`src/rtl/fft_frame_loader.sv`:
```
// -----------------------------------------------------------------------------
// fft_frame_loader
//
// Upstream stage of the FFT core. Collects a valid/ready stream of complex
// samples into N-sample frames using two ping-pong banks. A completed bank is
// presented in parallel on frame_r/frame_i with a valid/ack handshake. While
// the consumer works on one bank, the stream keeps filling the other bank.
//
// Parameters
//   WIDTH   bits per real/imag component (signed)
//   N       points per frame (power of two, N > 1)
//   LOG2N   log2(N), the width of the sample index
//   BIT_REV 1: sample n is stored at slot bitrev(n); 0: natural order
//
// Ports
//   clk, rst      rising-edge clock, asynchronous active-high reset
//   in_valid      a sample is present on in_r/in_i/in_sof
//   in_ready      the loader accepts the sample at this edge
//   in_r, in_i    signed sample components
//   in_sof        start of frame, qualified by an accepted beat
//   frame_valid   a complete frame is held on frame_r/frame_i
//   frame_ack     the consumer has taken the frame; frees the bank
//   frame_r/_i    slot k at [k*WIDTH +: WIDTH]
//   frame_err     one-cycle pulse when in_sof discards a partial frame
//   frame_count   number of frames completed since reset (wraps)
// -----------------------------------------------------------------------------
module fft_frame_loader #(
    parameter int WIDTH   = 32,
    parameter int N       = 8,
    parameter int LOG2N   = 3,
    parameter int BIT_REV = 0
) (
    input  logic                      clk,
    input  logic                      rst,
    input  logic                      in_valid,
    output logic                      in_ready,
    input  logic signed [WIDTH-1:0]   in_r,
    input  logic signed [WIDTH-1:0]   in_i,
    input  logic                      in_sof,
    output logic                      frame_valid,
    input  logic                      frame_ack,
    output logic [N*WIDTH-1:0]        frame_r,
    output logic [N*WIDTH-1:0]        frame_i,
    output logic                      frame_err,
    output logic [15:0]               frame_count
);

    // Reverse the bit order of a sample index.
    function automatic logic [LOG2N-1:0] bitrev(input logic [LOG2N-1:0] v);
        logic [LOG2N-1:0] r;
        r = '0;
        for (int b = 0; b < LOG2N; b++) begin
            r[b] = v[LOG2N-1-b];
        end
        return r;
    endfunction

    // Two banks of N complex registers.
    logic signed [WIDTH-1:0] bank_r [2][N];
    logic signed [WIDTH-1:0] bank_i [2][N];

    logic [1:0]       full;
    logic [1:0]       full_nxt;
    logic             wr_bank;
    logic             rd_bank;
    logic [LOG2N-1:0] wr_idx;

    logic             accept;
    logic             ack_take;
    logic             sof_restart;
    logic             last_beat;
    logic [LOG2N-1:0] eff_idx;
    logic [LOG2N-1:0] wr_addr;

    // The write bank can only be full when both banks are full, which is
    // exactly the stall condition.
    assign in_ready    = !rst && !full[wr_bank];
    assign frame_valid = full[rd_bank];

    assign accept   = in_valid && in_ready;
    assign ack_take = frame_valid && frame_ack;

    // A start-of-frame beat always lands at index 0; if a partial frame was
    // in progress it is abandoned and the new frame restarts from here.
    assign eff_idx     = in_sof ? '0 : wr_idx;
    assign sof_restart = accept && in_sof && (wr_idx != '0);
    assign last_beat   = (eff_idx == LOG2N'(N-1));
    assign wr_addr     = (BIT_REV != 0) ? bitrev(eff_idx) : eff_idx;

    // Completion and release touch different banks, so both may apply in
    // the same cycle without conflict.
    always_comb begin
        full_nxt = full;
        if (ack_take) begin
            full_nxt[rd_bank] = 1'b0;
        end
        if (accept && last_beat) begin
            full_nxt[wr_bank] = 1'b1;
        end
    end

    // ---- write side: index, bank pointers, counters ----
    always_ff @(posedge clk or posedge rst) begin
        if (rst) begin
            full        <= 2'b00;
            wr_bank     <= 1'b0;
            rd_bank     <= 1'b0;
            wr_idx      <= '0;
            frame_err   <= 1'b0;
            frame_count <= 16'd0;
        end else begin
            full      <= full_nxt;
            frame_err <= sof_restart;
            if (ack_take) begin
                rd_bank <= ~rd_bank;
            end
            if (accept) begin
                if (last_beat) begin
                    wr_bank     <= ~wr_bank;
                    wr_idx      <= '0;
                    frame_count <= frame_count + 16'd1;
                end else begin
                    wr_idx <= eff_idx + LOG2N'(1);
                end
            end
        end
    end

    // ---- bank storage: samples are kept bit-exact ----
    always_ff @(posedge clk or posedge rst) begin
        if (rst) begin
            for (int b = 0; b < 2; b++) begin
                for (int k = 0; k < N; k++) begin
                    bank_r[b][k] <= '0;
                    bank_i[b][k] <= '0;
                end
            end
        end else if (accept) begin
            bank_r[wr_bank][wr_addr] <= in_r;
            bank_i[wr_bank][wr_addr] <= in_i;
        end
    end

    // ---- read side: present the read bank as flat buses ----
    always_comb begin
        frame_r = '0;
        frame_i = '0;
        for (int k = 0; k < N; k++) begin
            frame_r[k*WIDTH +: WIDTH] = bank_r[rd_bank][k];
            frame_i[k*WIDTH +: WIDTH] = bank_i[rd_bank][k];
        end
    end

endmodule

```
`config.mk`:
```
export PLATFORM = sky130hd
export DESIGN_NAME = fft_frame_loader
export DESIGN_NICKNAME = d
export VERILOG_FILES = /design/src/rtl/fft_frame_loader.sv
export SDC_FILE = /design/constraint.sdc
export NUM_CORES = 2
export LEC_CHECK = 0
export ABC_AREA = 1
export BUFFER_PORTS_ARGS = -buffer_cell sky130_fd_sc_hd__buf_2
export CAP_MARGIN = 0
export CORE_UTILIZATION = 63
export CTS_CLUSTER_SIZE = 20
export DETAILED_ROUTE_END_ITERATION = 8
export GPL_TIMING_DRIVEN = 0
export PLACE_DENSITY = 0.85
export SYNTH_ARGS = -nofsm -noshare
export SYNTH_HDL_FRONTEND = slang
export SYNTH_SLANG_ARGS = --single-unit
```
`constraint.sdc`:
```
create_clock -name clk -period 71.4 [get_ports clk]
set_clock_uncertainty 0.05 [all_clocks]
set_input_delay 14.28 -clock clk [delete_from_list [all_inputs] [get_ports clk]]
set_output_delay 14.28 -clock clk [all_outputs]
set_load 0.005 [all_outputs]
```
==> results.py <==
metrics = {
    "outcome": {
        "status": "complete, but fails checks",
        "violations": "max-capacitance violations, max-slew violations",
    },
    "sta": {
        "rsz0062_at_grt": "no",
        "whs_ns": 0.421,
        "slew-limit-headroom_pct": -7.21,
        "tightest_slew_ns": 1.61,
        "min_period_ns": 30.31,
        "worst_slack_ns": 41.09,
        "slew_viol_final": 11,
        "finalSetupViolations": 0,
        "min_period_over_period_pct": 42.5,
        "tns_ns": 0,
        "fmax_mhz": 33.0,
        "finalHoldViolations": 0,
    },
    "synth": {
        "syn-num-nets": 5936,
        "synthesis.area_per_instance_sq_um": 7.93,
        "yosys_warnings": 0,
        "synth-edff-count": 0,
        "synthArstFlopShare_pct": 100,
        "ys_ff_latch": 1048,
        "yosys.area.top_type": "dfrtp_1",
        "synth_cell_types": 25,
        "ys_seq_area_share_pct": 56.4,
        "synth_area_leaders": "dfrtp_1 (56%), nand2_1 (20%), o21ai_0 (10%), inv_1 (3.3%), o21ai_1 (2.5%)",
        "synth_cells": 5865,
        "syn_area_sq_mm": 0.0465,
        "synth_flop_cell": "dfrtp_1",
        "yosys-top-cells-count": "nand2_1 (2521), dfrtp_1 (1048), o21ai_0 (927)",
        "synth_most_common_cell": "nand2_1",
        "netlist.area_leader.share_pct": 56.4,
    },
    "finish": {
        "multiInputGateArea_sq_mm": 0.0167,
        "utilization_pct": 75.0,
        "nets": 6650,
        "syn_to_final_growth_pct": 17.8,
        "seqCellArea_sq_mm": 0.0262,
        "drive_gt1_share_pct": 15.3,
        "fillCellCount": 5288,
    },
    "setup_path": {
        "critical_path_class": "in2out",
        "start_kind": "primary input",
        "arrival_ns": 15.98,
        "cp-end-kind": "output pin",
        "critPathRequiredTime_ns": 57.07,
        "critPathMaxFanout": 118,
    },
    "job": {
        "cap_violations": 1,
    },
    "global_routing": {
        "grt_max_degree": 143,
        "grt_pass1_vias": 43100,
        "antenna_found_initial": 15,
        "track_usage_pct": 44.2,
        "grt_pass1_wl_mm": 249,
        "grt-ovfl-total": 0,
    },
    "drt": {
        "drt_wl_total_mm": 166,
        "drc": 0,
        "dr.first_iter.drc_count": 6078,
        "vias": 45200,
        "first_pass_iters": 8,
        "viasPerCell": 5.92,
        "ant_nets": 0,
        "routedWlPerCell_microns": 21.8,
    },
    "placement": {
        "pre_cts_slack_ns": 41.09,
        "gp_congestion": 0.986,
        "hpwlAfterDp_mm": 123,
        "port_buffers": 599,
    },
    "cts": {
        "cts_tree": "yes",
        "clock_sinks": 1048,
        "cts_hold_buf": 0,
        "htreeDepth": 3,
        "cts_resized": 0,
        "cts.reportedPaths.clkPinSlew_ns": 0.06,
        "clkLatencyLatePin_ns": 0.67,
        "clk_path_buf_depth": 3,
        "cts_setup_buffers": 0,
        "cts_root_buffer": "clkbuf_16",
        "tritoncts.num_buffers": 105,
    },
    "floorplanning": {
        "die_w_microns": 274,
        "dieArea_sq_mm": 0.0749,
        "start_util_pct": 63.7,
        "die_h_microns": 274,
        "core_area_sq_mm": 0.0730,
        "num_rows": 99,
        "io-pin-count": 600,
    },
    "hold_path": {
        "hp-class": "reg2reg",
    },
    "power_and_ir_drop": {
        "ir_worst_vdd_v": 0.0000257,
        "cellPowerDensity_mw_per_mm2": 31.3,
        "leakagePower_nw": 30.0,
    },
}
[placed cells by master (no fill, tap or decap)]
master and n:
clkinv_2 18, xor2_1 7, buf_2 804, clkinvlp_4 4, inv_2 2, ha_1 2, nand3b_1 8, and2_1 1
nor2_4 5, buf_16 8, clkbuf_1 248, nor2_2 4, nand3_2 1, diode_2 9, o21ai_1 236, dfrtp_1 1048
clkbuf_8 26, clkbuf_16 109, buf_6 2, inv_8 1, inv_6 2, inv_4 1, buf_1 7, nand3_1 201
nand2_2 2, inv_1 406, o21ai_0 927, nand4_4 1, clkinv_4 2, nand2_1 2521, nand4_1 2, buf_4 9
clkinv_1 1, bufinv_16 17, nor2_1 34
[flip-flops by register name, summed over array words and instances (netlist names)]
name	cells
bank_r	512
bank_i	512
rd_bank	1
frame_err	1
wr_idx	3
full	2
wr_bank	1
frame_count	16
[area by class of cell]
cell class / count / area share [%]
diodes: 9 / 0.0411
plain buffers: 454 / 3.67
clock buffers: 152 / 5.75
clock inverters: 43 / 1.22
inverters: 411 / 2.84
multi-input cells: 3952 / 30.5
flip-flops and latches: 1048 / 47.9
well taps: 959 / 2.19
repair buffers: 607 / 5.88
[cells by family after synthesis]
kind of cell	count (synthesis)	synth area share (%)
buffers and inverters	865	7.65
XOR/XNOR	7	0.132
AND/OR/NAND/NOR	2780	23.2
AO/OA/AOI/OAI	1163	12.5
flip-flops	1048	56.4
adder cells (fa/ha/maj)	2	0.0538
[layer usage]
metal	GRT usage, %	wire length [microns]	vias up
met5	0	53	-
li1	-	-	19800
met2	64.8	72400	3059
met1	58.4	60000	21700
met3	12.0	21800	629
met4	28.1	12000	8
[worst max-delay path, stage by stage]
cell,delay [ns]
buf_2,0.14
inv_8,0.47
buf_16,0.49
nand3_1,0.19
inv_1,0.09
buf_2,0.13
[path summary, 6_finish.rpt]
kind	startpoint	cells after the start	slack [ns]	to
min in group asynchronous	rst	2	13.67	bank_i[17]
worst max-delay path	rst	6	41.09	in_ready
worst max register to register	wr_bank	9	68.73	bank_i[262]
worst min-delay path	bank_r[144]	2	0.42	bank_r[144]
worst min register to register	bank_r[144]	2	0.42	bank_r[144]
max in group asynchronous	rst	5	55.49	bank_r[431]
[where the power goes]
part / internal (mW) / switching (mW) / total (mW)
Clock: 0.367 / 0.241 / 0.608
Sequential: 0.712 / 0.0470 / 0.759
Combinational: 0.115 / 0.232 / 0.347
Total: 1.19 / 0.521 / 1.71
[metrics by stage]
stage | power (mW) | std cells | cell area (sq um)
6_report | 1.71 | 7635 | 54800
3_3_place_gp | 1.09 | 7423 | 50700
3_5_place_dp | 1.10 | 7431 | 50900
2_1_floorplan | 0.938 | 5865 | 46500
5_1_grt | 1.78 | 7632 | 54700
4_1_cts | 1.70 | 7626 | 54700
Power figures use the tool's default switching activity.
